===== config.mk =====
export PLATFORM = sky130hd
export DESIGN_NAME = boss_hp_ctl_flat
export DESIGN_NICKNAME = d
export VERILOG_FILES = /design/src/rtl/boss_pkg.sv /design/src/rtl/boss_hp_ctl_if.sv /design/src/rtl/boss_iframe_timer.sv /design/src/rtl/boss_hp_ctl.sv /design/src/flat_wrapper.sv
export SDC_FILE = /design/constraint.sdc
export NUM_CORES = 1
export LEC_CHECK = 0
export ABC_CLOCK_PERIOD_IN_PS = 2900
export BUFFER_PORTS_ARGS = -buffer_cell sky130_fd_sc_hd__clkbuf_2
export CORE_UTILIZATION = 52
export DETAILED_ROUTE_END_ITERATION = 10
export PLACE_DENSITY = 0.86
export SLEW_MARGIN = 0
export SYNTH_ARGS = -nofsm -noshare
export SYNTH_HDL_FRONTEND = slang
export SYNTH_HIERARCHICAL = 1
export SYNTH_SLANG_ARGS = --single-unit

===== constraint.sdc =====
create_clock -name clk -period 2.9 [get_ports clk]
set_clock_uncertainty 0.05 [all_clocks]
set_input_delay 0.29 -clock clk [delete_from_list [all_inputs] [get_ports clk]]
set_output_delay 0.29 -clock clk [all_outputs]
set_load 0.05 [all_outputs]

===== src/rtl/boss_pkg.sv =====
// boss_pkg -- shared types and default constants for the boss health controller.
//   boss_state_e   : FSM state encoding (IDLE, ALIVE, IFRAME, DEAD)
//   DEF_*          : default health, damage, invulnerability and regen-period values
package boss_pkg;

  typedef enum logic [1:0] {
    IDLE   = 2'd0,
    ALIVE  = 2'd1,
    IFRAME = 2'd2,
    DEAD   = 2'd3
  } boss_state_e;

  localparam int DEF_MAX_HP    = 100;
  localparam int DEF_ARROW_DMG = 2;
  localparam int DEF_MELEE_DMG = 5;
  localparam int DEF_IFRAMES   = 8;
  localparam int REGEN_PERIOD  = 64;  // hit-free frame_ticks per regenerated HP point

endpackage


===== src/rtl/boss_hp_ctl_if.sv =====
// boss_hp_ctl_if -- game-side signal bundle of the boss health controller.
//   frame_tick     : one-clk pulse per video frame
//   game_active    : 2'b00 = menu/inactive, anything else = fight running
//   projectile_hit : one-clk pulse, an arrow struck the boss
//   melee_hit      : one-clk pulse, a melee swing struck the boss
//   boss_hp        : current health (registered)
//   boss_alive     : health > 0 in a running fight (registered)
//   boss_hit_flash : high while invulnerable (registered)
//   boss_defeated  : one-clk pulse on the death transition (registered)
// All signals are level/pulse qualified; there is no valid/ready handshake:
// pulses are sampled on the rising clk edge at which they are high.
// Modports: master drives the game events, slave is the controller.
interface boss_hp_ctl_if;
  logic       frame_tick;
  logic [1:0] game_active;
  logic       projectile_hit;
  logic       melee_hit;
  logic [7:0] boss_hp;
  logic       boss_alive;
  logic       boss_hit_flash;
  logic       boss_defeated;

  modport master (
    output frame_tick, game_active, projectile_hit, melee_hit,
    input  boss_hp, boss_alive, boss_hit_flash, boss_defeated
  );

  modport slave (
    input  frame_tick, game_active, projectile_hit, melee_hit,
    output boss_hp, boss_alive, boss_hit_flash, boss_defeated
  );
endinterface


===== src/rtl/boss_iframe_timer.sv =====
// boss_iframe_timer -- frame-counted invulnerability timer.
//   clk, rst     : clock, asynchronous active-high reset
//   i_load       : load i_load_val into the counter
//   i_load_val   : invulnerability length in frame_ticks
//   i_clear      : force the counter to 0 (wins over load)
//   i_frame_tick : decrement strobe
//   o_busy       : counter non-zero
//   o_last       : frame_tick arriving while the counter is 1 (window ends this edge)
module boss_iframe_timer #(
  parameter int W = 8
) (
  input  logic         clk,
  input  logic         rst,
  input  logic         i_load,
  input  logic [W-1:0] i_load_val,
  input  logic         i_clear,
  input  logic         i_frame_tick,
  output logic         o_busy,
  output logic         o_last
);

  logic [W-1:0] r_cnt;

  always_ff @(posedge clk or posedge rst) begin
    if (rst) begin
      r_cnt <= '0;
    end else if (i_clear) begin
      r_cnt <= '0;
    end else if (i_load) begin
      r_cnt <= i_load_val;
    end else if (i_frame_tick && (r_cnt != '0)) begin
      r_cnt <= r_cnt - W'(1);
    end
  end

  assign o_busy = (r_cnt != '0);
  assign o_last = i_frame_tick && (r_cnt == W'(1));

endmodule


===== src/rtl/boss_hp_ctl.sv =====
// boss_hp_ctl -- boss health / invulnerability / death controller.
//   clk, rst     : system clock, asynchronous active-high reset
//   bus (slave)  : game events in, registered health/status out (boss_hp_ctl_if)
//   o_dbg_state  : current FSM state, for observation only
// Parameters: BOSS_MAX_HP (1..255), ARROW_DMG, MELEE_DMG, IFRAMES.
// Optional feature: define BOSS_REGEN_EN to regenerate 1 HP after every
// REGEN_PERIOD consecutive hit-free frame_ticks spent in ALIVE.
module boss_hp_ctl
  import boss_pkg::*;
#(
  parameter int BOSS_MAX_HP = DEF_MAX_HP,
  parameter int ARROW_DMG   = DEF_ARROW_DMG,
  parameter int MELEE_DMG   = DEF_MELEE_DMG,
  parameter int IFRAMES     = DEF_IFRAMES
) (
  input  logic          clk,
  input  logic          rst,
  boss_hp_ctl_if.slave  bus,
  output boss_state_e   o_dbg_state
);

  localparam logic [7:0] MAX_HP_C  = 8'(BOSS_MAX_HP);
  localparam logic [8:0] ARROW_C   = 9'(ARROW_DMG);
  localparam logic [8:0] MELEE_C   = 9'(MELEE_DMG);
  localparam logic [7:0] IFRAMES_C = 8'(IFRAMES);

  boss_state_e r_state, w_state_nxt;
  logic [7:0]  r_hp, w_hp_nxt;
  logic        r_alive, r_flash, r_defeated, w_defeated_nxt;
  logic [8:0]  w_dmg, w_hp_sub;
  logic        w_hit, w_fight, w_load, w_clear, w_busy, w_last, w_regen_inc;

  // Damage is summed and subtracted at 9 bits so a big hit saturates at 0.
  assign w_fight  = (bus.game_active != 2'b00);
  assign w_dmg    = (bus.projectile_hit ? ARROW_C : 9'd0) + (bus.melee_hit ? MELEE_C : 9'd0);
  assign w_hit    = (w_dmg != 9'd0);
  assign w_hp_sub = (w_dmg >= {1'b0, r_hp}) ? 9'd0 : ({1'b0, r_hp} - w_dmg);

`ifdef BOSS_REGEN_EN
  localparam int RW = $clog2(REGEN_PERIOD);
  logic [RW-1:0] r_regen_cnt;

  // Counts only hit-free ticks in ALIVE; anything else restarts the period.
  always_ff @(posedge clk or posedge rst) begin
    if (rst) begin
      r_regen_cnt <= '0;
    end else if ((r_state != ALIVE) || !w_fight || w_hit) begin
      r_regen_cnt <= '0;
    end else if (bus.frame_tick) begin
      r_regen_cnt <= (r_regen_cnt == RW'(REGEN_PERIOD - 1)) ? '0 : r_regen_cnt + RW'(1);
    end
  end

  assign w_regen_inc = (r_state == ALIVE) && w_fight && !w_hit && bus.frame_tick &&
                       (r_regen_cnt == RW'(REGEN_PERIOD - 1));
`else
  assign w_regen_inc = 1'b0;
`endif

  boss_iframe_timer #(.W(8)) u_iframe_timer (
    .clk          (clk),
    .rst          (rst),
    .i_load       (w_load),
    .i_load_val   (IFRAMES_C),
    .i_clear      (w_clear),
    .i_frame_tick (bus.frame_tick),
    .o_busy       (w_busy),
    .o_last       (w_last)
  );

  always_ff @(posedge clk or posedge rst) begin
    if (rst) begin
      r_state    <= IDLE;
      r_hp       <= MAX_HP_C;
      r_alive    <= 1'b0;
      r_flash    <= 1'b0;
      r_defeated <= 1'b0;
    end else begin
      r_state    <= w_state_nxt;
      r_hp       <= w_hp_nxt;
      r_alive    <= (w_state_nxt == ALIVE) || (w_state_nxt == IFRAME);
      r_flash    <= (w_state_nxt == IFRAME);
      r_defeated <= w_defeated_nxt;
    end
  end

  always_comb begin
    w_state_nxt    = r_state;
    w_hp_nxt       = r_hp;
    w_defeated_nxt = 1'b0;
    w_load         = 1'b0;
    w_clear        = 1'b0;
    unique case (r_state)
      IDLE: begin
        w_hp_nxt = MAX_HP_C;
        if (w_fight) w_state_nxt = ALIVE;
      end
      ALIVE: begin
        if (w_hit) begin
          w_hp_nxt = w_hp_sub[7:0];
          if (w_hp_sub == 9'd0) begin
            w_state_nxt    = DEAD;
            w_defeated_nxt = 1'b1;
          end else if (IFRAMES_C != 8'd0) begin
            w_state_nxt = IFRAME;
            w_load      = 1'b1;
          end
        end else if (w_regen_inc && (r_hp < MAX_HP_C)) begin
          w_hp_nxt = r_hp + 8'd1;
        end
      end
      IFRAME: begin
        // !w_busy is a safety exit; normally the window ends on w_last.
        if (w_last || !w_busy) w_state_nxt = ALIVE;
      end
      DEAD: begin
        w_hp_nxt = 8'd0;
      end
      default: w_state_nxt = IDLE;
    endcase
    // Leaving the fight overrides everything, including hits this clk.
    if (!w_fight) begin
      w_state_nxt    = IDLE;
      w_hp_nxt       = MAX_HP_C;
      w_defeated_nxt = 1'b0;
      w_load         = 1'b0;
      w_clear        = 1'b1;
    end
  end

  assign bus.boss_hp        = r_hp;
  assign bus.boss_alive     = r_alive;
  assign bus.boss_hit_flash = r_flash;
  assign bus.boss_defeated  = r_defeated;
  assign o_dbg_state        = r_state;

endmodule


===== src/flat_wrapper.sv =====
// flat-port wrapper written by rule: the top's interface ports become plain ports
module boss_hp_ctl_flat import boss_pkg::*;
#(
  parameter int BOSS_MAX_HP = DEF_MAX_HP,
  parameter int ARROW_DMG   = DEF_ARROW_DMG,
  parameter int MELEE_DMG   = DEF_MELEE_DMG,
  parameter int IFRAMES     = DEF_IFRAMES
)
  (clk, rst, o_dbg_state, bus_frame_tick, bus_game_active, bus_projectile_hit, bus_melee_hit, bus_boss_hp, bus_boss_alive, bus_boss_hit_flash, bus_boss_defeated);
  boss_hp_ctl_if bus_i ();
  input  logic clk;
  input  logic rst;
  output boss_state_e o_dbg_state;
  input wire logic [$bits(bus_i.frame_tick)-1:0] bus_frame_tick;
  input wire logic [$bits(bus_i.game_active)-1:0] bus_game_active;
  input wire logic [$bits(bus_i.projectile_hit)-1:0] bus_projectile_hit;
  input wire logic [$bits(bus_i.melee_hit)-1:0] bus_melee_hit;
  output wire logic [$bits(bus_i.boss_hp)-1:0] bus_boss_hp;
  output wire logic [$bits(bus_i.boss_alive)-1:0] bus_boss_alive;
  output wire logic [$bits(bus_i.boss_hit_flash)-1:0] bus_boss_hit_flash;
  output wire logic [$bits(bus_i.boss_defeated)-1:0] bus_boss_defeated;
  assign bus_i.frame_tick = bus_frame_tick;
  assign bus_i.game_active = bus_game_active;
  assign bus_i.projectile_hit = bus_projectile_hit;
  assign bus_i.melee_hit = bus_melee_hit;
  assign bus_boss_hp = bus_i.boss_hp;
  assign bus_boss_alive = bus_i.boss_alive;
  assign bus_boss_hit_flash = bus_i.boss_hit_flash;
  assign bus_boss_defeated = bus_i.boss_defeated;
  boss_hp_ctl #(.BOSS_MAX_HP(BOSS_MAX_HP), .ARROW_DMG(ARROW_DMG), .MELEE_DMG(MELEE_DMG), .IFRAMES(IFRAMES)) u_core (.clk(clk), .rst(rst), .bus(bus_i), .o_dbg_state(o_dbg_state));
endmodule

==> key figures <==
Timing
  – Period utilisation layout: 1.01
  – Least-Margin Pin Slew: 0.562 ns
  – Fmax: 342 MHz
  – Slew Limit Headroom: 0.622
  – Final hold violation count: 0
  – Pins Over Slew Limit: 0
  – Final min period: between 2 and 3 ns
  – RSZ-0062 raised after global routing: yes
  – Fin worst setup slack: -0.0232 ns
  – Count of final setup violators: 2

Clocking
  – H-tree Lvls: 1
  – Clk sinks: 21
  – Clock Tree Buf Depth: 2
  – TritonCTS clock tree: built
  – Clock slew at reported path FFs: between 0.1 and 0.15 ns
  – Skew-Pair Late Insertion Delay: roughly 0.31 ns
  – Clock Root Buffer: clkbuf_4
  – Num CTS Buffers: 3

Place
  – Dpl ws: -0.0817 ns
  – Input/output buffers: 19
  – GPL Wtd Cong: 0.954
  – DP HPWL: 3020 um

Logic synthesis
  – Flop and latch count out of synthesis: 21
  – Async SR Flop Fraction: 1.00
  – Most used DFF post-synth: dfrtp_1
  – Post-synth EDFFs: 0
  – Post-synthesis cell count: roughly 180
  – Synth area leaders: dfrtp_1, dfstp_2, ha_1, inv_1, nand2_1
  – Count of cell types in the netlist: between 60 and 70
  – Synth warnings: 6
  – Post-Synthesis Cell Area: 1550 sq um
  – Sequential fraction of the synthesis area: 0.343
  – Synth top area share: 0.291
  – Mean Syn Cell Area: 8.78 sq um
  – Area leader, netlist: dfrtp_1

Global route
  – Initial antenna violation count: 0
  – First-pass GRT wire length: ~6700 um
  – Largest net degree at the start of global routing: 15
  – Global route total overflow: 0
  – Vias in the first global route: 1484
  – Total Routing Usage GR: 0.266

Power and ir drop
  – LEAKAGE: 0.855 nW
  – Clock power share: 0.073
  – Logic pwr share: 0.641
  – Max VDD drop: 0.754 mV
  – Flop pwr share: 0.286
  – Power Dens Cells: 1090 nW/um^2
  – Internal: 0.992 mW
  – Sw Share: 0.517
  – Sw power: approximately 1.1 mW

Die
  – Die footprint: 3190 sq um
  – Cell Rows: 19
  – Die W: 56.5 um
  – Initial Util: 0.556
  – Ports: 20
  – Die height: 56.5 um
  – Core area: 2780 sq um

Route
  – DR iter-0 viols: 75
  – Drt first pass iters: 4
  – Routed WL: between 3000 and 4000 um
  – Drt wl/cell: 16.3 um
  – Via density per instance: between 6 and 7
  – DRC Markers: 0
  – ANT nets after route: 0
  – Via count: 1524

Cells and area
  – Ant. Diodes: 0
  – Most common cell after layout, fill and taps aside: clkbuf_2
  – Util after Layout: 0.680
  – Share of cells above drive strength 1: 0.294
  – Area growth syn-to-layout: 22.3%
  – Final net count: between 200 and 250
  – Commonest cells after routing, fill and taps aside: clkbuf_2, dfrtp_1, nand2_1, inv_1

Setup path
  – Reg2reg setup slack: -0.02 ns
  – CP required: 3.10 ns
  – Reg-to-Reg Start: u_core/bus.boss_hp[0]$_DFFE_PP0P_
  – Crit path top cell by count: inv_2
  – CP cell instances: inv_2, ha_4, inv_2, fa_2, xor2_1, or4b_4, o2bb2ai_2, o21ai_2, o2bb2ai_4, or3b_4, a31oi_1, a221o_1
  – CP Launch Type: flip-flop
  – Reg-to-reg endpoint: u_core/u_iframe_timer/r_cnt[7]$_DFFE_PP0P_
  – Crit path DAT: 3.12 ns
  – R2r worst-path depth: 12
  – CP Class: reg -> reg
  – CP peak stage delay: about 0.53 ns
  – CP Max Fanout: 7
  – Slowest CP cell: or4b_4
  – CP endpoint kind: flip-flop

Outcome
  – Violated checks: negative setup slack
  – Status: finished with violations

Min path
  – Hold_sp: bus_frame_tick
  – Hold crit path type: in -> reg
  – Worst hold path depth: 3
  – Worst Hold Endpoint: u_core/u_iframe_timer/r_cnt[1]$_DFFE_PP0P_

Flow run
  – Max Cap Violations: 0
-- area by class of cell --
type,count,area (sq um)
multi-input cells,140,1020
flip-flops and latches,21,531
clock buffers,3,22.5
well taps,31,38.8
clock inverters,1,5.00
fillers,194,891
inverters,17,63.8
repair buffers,32,208
-- worst max path at each step --
stage / startpoint / to / slack, ns / cells past startpoint
6_report: u_core/bus.boss_hp[0]$_DFFE_PP0P_ / u_core/u_iframe_timer/r_cnt[7]$_DFFE_PP0P_ / -0.02 / 12
4_1_cts: u_core/bus.boss_hp[0]$_DFFE_PP0P_ / u_core/u_iframe_timer/r_cnt[7]$_DFFE_PP0P_ / 0.006 / 12
3_3_place_gp: u_core/bus.boss_hp[0]$_DFFE_PP0P_ / u_core/u_iframe_timer/r_cnt[7]$_DFFE_PP0P_ / 0.01 / 12
5_1_grt: u_core/bus.boss_hp[0]$_DFFE_PP0P_ / u_core/u_iframe_timer/r_cnt[7]$_DFFE_PP0P_ / -0.10 / 12
2_1_floorplan: u_core/bus.boss_hp[0]$_DFFE_PP0P_ / u_core/u_iframe_timer/r_cnt[1]$_DFFE_PP0P_ / -0.11 / 12
3_5_place_dp: u_core/bus.boss_hp[0]$_DFFE_PP0P_ / u_core/u_iframe_timer/r_cnt[7]$_DFFE_PP0P_ / -0.08 / 12
-- cells in the mapped netlist, types with 3 or more instances --
library cell / count
dfrtp_1: 18
dfstp_2: 3
nand2b_1: 4
o21ai_0: 3
inv_1: 17
o211ai_1: 4
nor2_1: 11
ha_1: 6
nand3_1: 5
nor2b_1: 6
nand3b_1: 3
nor3_1: 9
a21oi_1: 9
nand2_1: 14
-- metal layers --
layer  vias up  track usage  wire length, um
met1       732        0.334             1620
met2        60        0.469             2060
met3        11       0.0323              241
li1        721            -                -
met5         -            0                0
met4         0       0.0871               68
-- power by group through the flow --
stage | logic [mW] | registers [mW] | clock network (mW)
final | 1.32 | 0.587 | 0.150
after global routing | 1.41 | 0.608 | 0.168
after CTS | 1.28 | 0.580 | 0.153
after detailed placement | 1.27 | 0.583 | 0
after global placement | 1.20 | 0.571 | 0
after floorplan | 0.763 | 0.757 | 0
-- critical path, delay by kind of cell, from the launching register on --
| family | cells | cell delay (ns) |
|---|---|---|
| AO/OA/AOI/OAI | 5 | 0.69 |
| XOR/XNOR | 1 | 0.21 |
| adder cells (fa/ha/maj) | 2 | 0.46 |
| buffers and inverters | 2 | 0.10 |
| flip-flops | 1 | 0.44 |
| AND/OR/NAND/NOR | 2 | 0.91 |
-- per-stage QoR --
step	cells	TNS (ns)	instance area (sq um)	power (mW)	hold WS (ns)
6_report	245	-0.0366	1890	2.05	0.285
2_1_floorplan	182	-0.364	1630	1.52	0.0557
5_1_grt	245	-0.425	1890	2.19	0.296
4_1_cts	244	0	1870	2.01	0.274
3_5_place_dp	237	-0.240	1810	1.85	0.200
3_3_place_gp	237	0	1810	1.77	0.192
-- state kept, by name, summed over array words and instances (netlist names) --
| register | count |
|---|---|
| u_core/o_dbg_state | 2 |
| u_core/bus.boss_defeated | 1 |
| u_core/bus.boss_hp | 8 |
| u_core/u_iframe_timer/r_cnt | 8 |
| u_core/bus.boss_hit_flash | 1 |
| u_core/bus.boss_alive | 1 |
-- cell families after synthesis --
group / count (synthesis) / share of synthesized area
other: 2 / 0.00486
DFF: 21 / 0.343
buffers and inverters: 21 / 0.0567
adders and majority gates: 7 / 0.0615
muxes: 1 / 0.00729
xor gates and xnor gates: 2 / 0.0113
AOI/OAI and AO/OA: 47 / 0.231
and+or+nand+nor: 75 / 0.285
-- timing repair --
action                                  in CTS  in global routing
setup buffers                                2                  1
hold buffers                                 1                  0
cloned                                       0                  0
gates resized for setup                      2                  3
pin swaps                                    5                  0
hold endpoints to repair                    18                  0
endpoints found under the setup margin       5                  8
Power figures use the tool's default switching activity.
